`config.mk`:
```
export PLATFORM = sky130hd
export DESIGN_NAME = reg_read_stage
export DESIGN_NICKNAME = d
export VERILOG_FILES = /design/src/rtl/reg_read_stage_pkg.sv /design/src/rtl/reg_read_stage_scoreboard.sv /design/src/rtl/reg_read_stage.sv
export SDC_FILE = /design/constraint.sdc
export NUM_CORES = 2
export LEC_CHECK = 0
export BUFFER_PORTS_ARGS = -buffer_cell sky130_fd_sc_hd__buf_2
export CORE_AREA = 2 2 539 541
export CTS_BUF_LIST = sky130_fd_sc_hd__clkbuf_4 sky130_fd_sc_hd__clkbuf_8
export DETAILED_ROUTE_END_ITERATION = 10
export DIE_AREA = 0 0 541 543
export SLEW_MARGIN = 5
export SYNTH_ARGS = -nofsm -noshare
export SYNTH_HDL_FRONTEND = slang
export SYNTH_SLANG_ARGS = --single-unit
export TNS_END_PERCENT = 5
```
`constraint.sdc`:
```
create_clock -name clk -period 9.5 [get_ports clk]
set_clock_uncertainty 0.1 [all_clocks]
set_input_delay 1.9 -clock clk [delete_from_list [all_inputs] [get_ports clk]]
set_output_delay 1.9 -clock clk [all_outputs]
set_load 0.05 [all_outputs]
```
`src/rtl/reg_read_stage_pkg.sv`:
```
// reg_read_stage_pkg: shared types and constants for the operand-fetch stage.
//   Addr / Inst / IId  : PC, raw instruction and instruction-id types
//   UInt5 / UIntX      : register address and register value types
//   PendCnt            : per-register pending-writer counter
//   IID_X              : "no instruction" id placed in the output slot at reset
package reg_read_stage_pkg;

  localparam int XLEN     = 32;
  localparam int PEND_W   = 2;
  localparam int NUM_REGS = 32;

  typedef logic [31:0]       Addr;
  typedef logic [31:0]       Inst;
  typedef logic [7:0]        IId;
  typedef logic [4:0]        UInt5;
  typedef logic [XLEN-1:0]   UIntX;
  typedef logic [PEND_W-1:0] PendCnt;

  localparam IId IID_X = 8'hFF;

endpackage

```
`src/rtl/reg_read_stage_scoreboard.sv`:
```
// reg_scoreboard: per-register count of issued-but-not-written-back writers.
//   clk, rst_n        : clock, async active-low reset
//   flush             : clears every counter (a same-cycle decrement is dropped)
//   inc_i, inc_addr_i : one more writer issued to inc_addr_i
//   dec_i, dec_addr_i : one writer to dec_addr_i retired
//   busy_o[r]         : register r still has writers once this cycle's retire is applied
//   sat_o[r]          : register r cannot take another writer this cycle
module reg_scoreboard
  import reg_read_stage_pkg::*;
#(
  parameter int PEND_W = reg_read_stage_pkg::PEND_W
) (
  input  logic                clk,
  input  logic                rst_n,
  input  logic                flush,
  input  logic                inc_i,
  input  logic [4:0]          inc_addr_i,
  input  logic                dec_i,
  input  logic [4:0]          dec_addr_i,
  output logic [NUM_REGS-1:0] busy_o,
  output logic [NUM_REGS-1:0] sat_o
);

  localparam logic [PEND_W-1:0] CNT_ZERO = {PEND_W{1'b0}};
  localparam logic [PEND_W-1:0] CNT_ONE  = {{(PEND_W-1){1'b0}}, 1'b1};
  localparam logic [PEND_W-1:0] CNT_MAX  = {PEND_W{1'b1}};

  logic [PEND_W-1:0] pend_q [NUM_REGS];
  logic [PEND_W-1:0] pend_d [NUM_REGS];

  // Status vectors and next counter values for every register.
  always_comb begin
    for (int r = 0; r < NUM_REGS; r++) begin
      logic inc_r;
      logic dec_r;
      inc_r = inc_i && (inc_addr_i == 5'(r));
      dec_r = dec_i && (dec_addr_i == 5'(r));
      // A retire with nothing pending leaves the count at zero, so never busy.
      busy_o[r] = dec_r ? (pend_q[r] > CNT_ONE) : (pend_q[r] != CNT_ZERO);
      sat_o[r]  = (pend_q[r] == CNT_MAX) && !dec_r;
      if (r == 0 || flush) begin
        pend_d[r] = CNT_ZERO;
      end else if (inc_r && !dec_r) begin
        pend_d[r] = (pend_q[r] == CNT_MAX) ? pend_q[r] : pend_q[r] + CNT_ONE;
      end else if (dec_r && !inc_r) begin
        pend_d[r] = (pend_q[r] == CNT_ZERO) ? pend_q[r] : pend_q[r] - CNT_ONE;
      end else begin
        pend_d[r] = pend_q[r];
      end
    end
  end

  // Counter state.
  always_ff @(posedge clk or negedge rst_n) begin
    if (!rst_n) begin
      for (int r = 0; r < NUM_REGS; r++) pend_q[r] <= CNT_ZERO;
    end else begin
      for (int r = 0; r < NUM_REGS; r++) pend_q[r] <= pend_d[r];
    end
  end

endmodule

```
`src/rtl/reg_read_stage.sv`:
```
// reg_read_stage: operand-fetch stage between decode and execute.
//   in_*          : decoded instruction with valid/ready handshake
//   regfile, wb_* : architectural registers and the writeback port (bypassed)
//   out_*         : registered instruction + operands with valid/ready to execute
//   flush         : kills the output slot and clears the scoreboard
//   stall_count   : cycles an instruction waited (in_valid & !in_ready, not flushing)
module reg_read_stage
  import reg_read_stage_pkg::*;
#(
  parameter int XLEN   = reg_read_stage_pkg::XLEN,
  parameter int PEND_W = reg_read_stage_pkg::PEND_W
) (
  input  logic            clk,
  input  logic            rst_n,
  input  logic            flush,
  input  logic            in_valid,
  output logic            in_ready,
  input  Addr             in_pc,
  input  Inst             in_inst,
  input  IId              in_inst_id,
  input  logic [4:0]      in_rs1,
  input  logic [4:0]      in_rs2,
  input  logic            in_use_rs1,
  input  logic            in_use_rs2,
  input  logic [4:0]      in_rd,
  input  logic            in_rf_wen,
  input  logic [XLEN-1:0] regfile [NUM_REGS],
  input  logic            wb_valid,
  input  logic            wb_rf_wen,
  input  logic [4:0]      wb_reg_addr,
  input  logic [XLEN-1:0] wb_wdata,
  output logic            out_valid,
  input  logic            out_ready,
  output Addr             out_pc,
  output Inst             out_inst,
  output IId              out_inst_id,
  output logic [4:0]      out_rd,
  output logic            out_rf_wen,
  output logic [XLEN-1:0] out_rs1_data,
  output logic [XLEN-1:0] out_rs2_data,
  output logic [63:0]     stall_count
);

  logic                wb_hit_s;
  logic                accept_s;
  logic                blocked_s;
  logic [XLEN-1:0]     rs1_data_s;
  logic [XLEN-1:0]     rs2_data_s;
  logic [NUM_REGS-1:0] busy_s;
  logic [NUM_REGS-1:0] sat_s;

  logic            out_valid_q;
  Addr             out_pc_q;
  Inst             out_inst_q;
  IId              out_inst_id_q;
  logic [4:0]      out_rd_q;
  logic            out_rf_wen_q;
  logic [XLEN-1:0] out_rs1_q;
  logic [XLEN-1:0] out_rs2_q;
  logic [63:0]     stall_q;

  // x0 reads as zero; a same-cycle writeback to the register wins over the array.
  function automatic logic [XLEN-1:0] read_operand(input logic [4:0] addr);
    if (addr == 5'd0) begin
      return {XLEN{1'b0}};
    end else if (wb_hit_s && (wb_reg_addr == addr)) begin
      return wb_wdata;
    end else begin
      return regfile[addr];
    end
  endfunction

  // Hazard detection and handshake.
  always_comb begin
    wb_hit_s   = wb_valid && wb_rf_wen && (wb_reg_addr != 5'd0);
    rs1_data_s = read_operand(in_rs1);
    rs2_data_s = read_operand(in_rs2);
    // busy_s/sat_s already account for this cycle's writeback, so a
    // retiring writer releases its readers in the same cycle.
    blocked_s  = (in_use_rs1 && (in_rs1 != 5'd0) && busy_s[in_rs1]) ||
                 (in_use_rs2 && (in_rs2 != 5'd0) && busy_s[in_rs2]) ||
                 (in_rf_wen  && (in_rd  != 5'd0) && sat_s[in_rd]);
    in_ready   = (!out_valid_q || out_ready) && !blocked_s && !flush;
    accept_s   = in_valid && in_ready;
  end

  reg_scoreboard #(.PEND_W(PEND_W)) u_scoreboard (
    .clk        (clk),
    .rst_n      (rst_n),
    .flush      (flush),
    .inc_i      (accept_s && in_rf_wen),
    .inc_addr_i (in_rd),
    .dec_i      (wb_hit_s),
    .dec_addr_i (wb_reg_addr),
    .busy_o     (busy_s),
    .sat_o      (sat_s)
  );

  // Output slot: load on accept, empty on drain or flush, otherwise hold.
  always_ff @(posedge clk or negedge rst_n) begin
    if (!rst_n) begin
      out_valid_q   <= 1'b0;
      out_pc_q      <= 32'd0;
      out_inst_q    <= 32'd0;
      out_inst_id_q <= IID_X;
      out_rd_q      <= 5'd0;
      out_rf_wen_q  <= 1'b0;
      out_rs1_q     <= {XLEN{1'b0}};
      out_rs2_q     <= {XLEN{1'b0}};
    end else if (flush) begin
      out_valid_q <= 1'b0;
    end else if (accept_s) begin
      out_valid_q   <= 1'b1;
      out_pc_q      <= in_pc;
      out_inst_q    <= in_inst;
      out_inst_id_q <= in_inst_id;
      out_rd_q      <= in_rd;
      out_rf_wen_q  <= in_rf_wen;
      out_rs1_q     <= rs1_data_s;
      out_rs2_q     <= rs2_data_s;
    end else if (out_ready) begin
      out_valid_q <= 1'b0;
    end else begin
      out_valid_q <= out_valid_q;
    end
  end

  // Stall cycle counter (free-running wrap).
  always_ff @(posedge clk or negedge rst_n) begin
    if (!rst_n) begin
      stall_q <= 64'd0;
    end else if (in_valid && !in_ready && !flush) begin
      stall_q <= stall_q + 64'd1;
    end else begin
      stall_q <= stall_q;
    end
  end

  assign out_valid    = out_valid_q;
  assign out_pc       = out_pc_q;
  assign out_inst     = out_inst_q;
  assign out_inst_id  = out_inst_id_q;
  assign out_rd       = out_rd_q;
  assign out_rf_wen   = out_rf_wen_q;
  assign out_rs1_data = out_rs1_q;
  assign out_rs2_data = out_rs2_q;
  assign stall_count  = stall_q;

endmodule

```
Yosys cells after proc, flatten, opt, wreduce, memory -nomap -nowiden
Index checks and enable logic that the tools add are counted. Widths: inputs -> output; s select.

$add $sub $neg: 63. $lt $le $gt $ge: 36. Equality and inequality tests: 157. Muxes and demuxes: 205. Bitwise operators: 3. Reductions and logical operators: 372.

Operator list (number): $bmux 32 s5 (2); $mux 2 (155); $mux 32 (8); $logic_and 1x1->1 (171); $eq 5x5->1 const B (32); $reduce_bool 3->1 (32); $ne 3x2->1 const B (31); $ne 3x3->1 const B (31); $reduce_and 3->1 (31); $eq 5x4->1 const B (16); $logic_not 1->1 (66); $add 64x1->64 const B (1); $add 2x1->2 const B (31); $eq 2x2->1 const B (31); $gt 2x1->1 const B (31); $logic_not 2->1 (31); $reduce_bool 2->1 (31); $sub 2x1->2 const B (31); $eq 5x3->1 const B (8); $mux 1 (37); $eq 5x2->1 const B (4); $reduce_bool 5->1 (4); $lt 5x6->1 const B (3); $bmux 1 s5 (3); other kinds (8) (15).

Register bits after elaboration: 269. Logic and storage cells: 876.

Depth between registers and ports, before layout
Depth in word-level cells: 20. Depth in mapped cells: 15.

Cells and area by module
From an unflattened synthesis, not the netlist that was laid out.

Cells, all modules: 2631. Area total of the unflattened synthesis: 33150.5 um^2.

Modules (own cells, without submodules): reg_read_stage (times used 1, cells an instance 1881, area an instance 26345.3 um^2); reg_scoreboard (times used 1, cells an instance 750, area an instance 6805.3 um^2).

Worst setup path before layout
No wires, ideal clock.

Path type: input to output. Start: in wb_reg_addr[1]. End: out in_ready. Arrival time: 5294 ps. Slack: 2206 ps. Stages: 9. Path buffers: 2. Cells stage by stage: nand3b_1 > buf_4 > or3_1 > buf_2 > mux2i_1 > mux4_2 > a211oi_1 > o21ai_1 > nor4_1.

Longest elaborated chain between the ends: 12. Elaborated cells on any way between the ends: 171. Those cells by class: eq/ne: 31; mux: 37; reduce/logical: 103.

RTL lines: start: declaration (RTL line reg_read_stage.sv:30) `input logic [4:0] wb_reg_addr,`; $reduce_bool 5->1 (RTL line reg_read_stage.sv:75) `wb_hit_s = wb_valid && wb_rf_wen && (wb_reg_addr != 5'd0);`; $logic_and 1x1->1 (RTL line reg_read_stage.sv:75); $logic_and 1x1->1 (RTL line reg_read_stage_scoreboard.sv:37) `dec_r = dec_i && (dec_addr_i == 5'(r));`; $mux 1 or $logic_not 1->1 (tied branches) (RTL line reg_read_stage_scoreboard.sv:39, reg_read_stage_scoreboard.sv:40); $bmux 1 s5, or another cell as far along (RTL line reg_read_stage.sv:80) `blocked_s = (in_use_rs1 && (in_rs1 != 5'd0) && busy_s[in_rs1]) ||`; $mux 1 (implied by the code), or another cell as far along (RTL line reg_read_stage.sv:80); $logic_and 1x1->1, or another cell as far along (RTL line reg_read_stage.sv:80); $logic_or 1x1->1 or $logic_and 1x1->1 (tied branches) (RTL line reg_read_stage.sv:80, reg_read_stage.sv:82); $logic_or 1x1->1 * (RTL line reg_read_stage.sv:81) `(in_use_rs2 && (in_rs2 != 5'd0) && busy_s[in_rs2]) ||`; $logic_not 1->1 * (RTL line reg_read_stage.sv:83) `in_ready = (!out_valid_q || out_ready) && !blocked_s && !flush;`; $logic_and 1x1->1 * (2 in a row) (RTL line reg_read_stage.sv:83); end: declaration (RTL line reg_read_stage.sv:17) `output logic in_ready,`.

Mark *: on every way between the ends. The rest lies on a longest branch, timed or not. The select of a mux whose other input is x is not followed.

Worst setup path after layout
Ends and elaborated chain as after synthesis.

==> run summary <==
I/O Buffers: 1,365
Cell repeated most along the worst path: buf_2
Cell taking the most area after synthesis: mux4_2
Outcome: completed
Initial core utilization: 11.4%
1st-iter DRT viols: 3,982
Clock sinks: 269
Placed cell area: 43,700 sq um
R2R setup slack: 4.53 ns
Max-Cap Viols: 0
Number of flops mapped to enable cells by yosys: 0
Post-CTS sizing: 0
Post-CTS Setup Inserts: 0
Worst Max-Slew Pin Slew: 1.29 ns
Power density over the cells: 128 nW/um^2
Post-Synthesis Net Count: 4,159
Reg2Reg Depth: 13
Synthesis-stage register bit count: 269
Slew margin rel.: 13.4%
Crit path buffers/inverters: 2
Worst hold path stage count: 2
VDD IR-drop max: 122 uV
Synth top area cells: mux4_2 (43%), dfrtp_1 (20%), nand2_1 (5.1%)
Cells after Synth: 2,907
Hold EP: out_inst_id[0]
Vias: 35,700
Crit-path max FO: 23
Final Hold Fails: 0
Stages on worst setup path: 9
GR Overflow Total: 0
Worst-Skew Late Latency: 0.69 ns
Fin. max-slew vios: 0
Area share of the largest cell type after synthesis: 42.7%
Root buf cell: clkbuf_8
Sequential-to-total area share from yosys stat: 20.6%
Crit-path cells: buf_2 > nand3b_1 > or4_1 > mux2i_1 > mux4_2 > o21ai_0 > o32ai_2 > nor4_1 > buf_2
Area Overhead vs Synth: 39.2%
Reg2reg start: u_scoreboard.pend_q[41]
CP endpoint kind: primary output
HP Start: out_inst_id[0]
Slowest CP cell: or4_1
Die Area: 294,000 sq um
Reg-to-reg critical path endpoint: u_scoreboard.pend_q[10]
DIE WIDTH: 541 um
Core box area: 287,000 sq um
Avg Cell Area, Syn: 11.3 sq um
Setup CP Type: in2out
Total CTS buffers: 48
Top-count cell post-synth: mux4_2
Yosys warns: 0
CTS H-tree depth: 2
Crit path DAT: 5.83 ns
Routability cong.: 1.04
CTS clock-pin slew for the worst setup and hold paths: 0.06 ns
Min Tclk post-route: 7.83 ns
Number of vias per cell: 4.33
Vias in the first global route: 33,400
Share of layout cells above drive strength 1: 53.4%
Routed WL: 293,000 um
Unrepaired setup endpoints after global routing: no
Initial antenna violation count: 337
Hold buffers post-CTS: 0
First-pass GRT wire length: 363,000 um
Worst hold path type: reg2reg
Die Y: 543 um
# DRC: 0
Finished Cell Area: 45,600 sq um
Post-Syn Area: 32,800 sq um
CTS tree: done
ANT nets after route: 0
Peak Freq: 128 MHz
Nets: 5,339
Ys flop type: dfrtp_1
Clk buf depth: 3
Post-DR wirelength/cell: 35.5 um
Drt first pass iters: 6
Synth cell types: 100
Top Ports: 1,366
Startpoint types: input pin
Synth cell count leaders: mux4_2 (621), nand2_1 (444), dfrtp_1 (261), clkbuf_1 (173), nor2_1 (124)
Setup violators final: 0
P_leak: 0.0183 uW
Post-DP HPWL: 253,000 um
Tcrit/Tclk final: 82.4%
Fin Setup TNS: 0 ns
Crit-path leading delay family: simple AND/OR/NAND/NOR gates
Num rows: 197
Fill cells: 32,500
Largest net degree at the start of global routing: 200
Worst path required time: 7.50 ns
Async set-reset flop share out of synthesis: 100%
Gr usage total: 19.1%
Max incr delay on CP: 0.89 ns
tightest hold or removal path, delay by kind of cell (launching register included):
| family | cells | cell delay (ns) |
|---|---|---|
| flops | 1 | 0.37 |
| simple gates | 2 | 0.10 |
stage by stage:
step	hold slack, ns	setup WS, ns	utilization, %	power, uW	instances
2_1_floorplan	0.458	2.21	-	3300	2907
3_3_place_gp	0.346	1.83	15.2	4580	7818
3_5_place_dp	0.349	1.73	15.2	4600	7818
4_1_cts	0.360	1.73	15.6	5950	7906
5_1_grt	0.372	1.52	15.8	6120	8116
6_report	0.361	1.67	15.9	5860	8235
flip-flops by register name, indices dropped and copies added, names as in the netlist:
register             count
out_rs2_data            32
out_valid                1
out_inst                32
out_rf_wen               1
stall_count             64
out_rs1_data            32
out_rd                   5
u_scoreboard.pend_q     62
out_inst_id              8
out_pc                  32
report_power, final:
group / switching, uW / internal [uW] / leakage (uW)
Combinational: 2080 / 980 / 0.0143
Clock: 592 / 696 / 0.000575
Sequential: 144 / 1370 / 0.00347
cells in the final DEF (no fill, tap or decap), types with 49 or more instances in the layout:
cell      instances
o21ai_0          90
ha_1             94
dfrtp_1         261
nor2_1          122
inv_1            82
a21oi_1          73
diode_2         329
nand3_1          54
mux4_2          621
nand2_1         443
buf_2          1354
a211oi_1         49
buf_4            49
nand2b_1         49
mux2i_1          62
clkbuf_8         59
cells by family after synthesis:
group	share of synthesized area, %
DFF	20.6
muxes	45.3
AOI/OAI and AO/OA	9.58
and+or+nand+nor	14.3
adders and majority gates	3.59
buffers and inverters	4.72
xor gates and xnor gates	1.98
how the worst max path moves through the flow:
stage                     slack (ns)           start       end
after CTS                       1.73  wb_reg_addr[1]  in_ready
after global placement          1.83  wb_reg_addr[1]  in_ready
after detailed placement        1.73  wb_reg_addr[1]  in_ready
final                           1.67  wb_reg_addr[1]  in_ready
after global routing            1.52  wb_reg_addr[1]  in_ready
after floorplan                 2.21  wb_reg_addr[1]  in_ready
layer usage:
| layer | global-route usage, % | routed length, um | vias to the layer above |
|---|---|---|---|
| met5 | 0 | 1100 | - |
| met4 | 11.1 | 19000 | 162 |
| met3 | 9.20 | 36700 | 780 |
| met2 | 31.3 | 137000 | 2544 |
| met1 | 19.8 | 98400 | 17800 |
| li1 | - | - | 14400 |
cell type report:
type / count / area [sq um] / area share, %
multi-input combinational: 2264 / 24500 / 53.7
timing repair buffer: 1417 / 7380 / 16.2
sequential: 269 / 6740 / 14.8
tap: 3781 / 4730 / 10.4
clock buffer: 71 / 902 / 1.98
antenna: 329 / 823 / 1.81
inverter: 87 / 335 / 0.735
clock inverter: 17 / 188 / 0.412
Power figures use the tool's default switching activity.
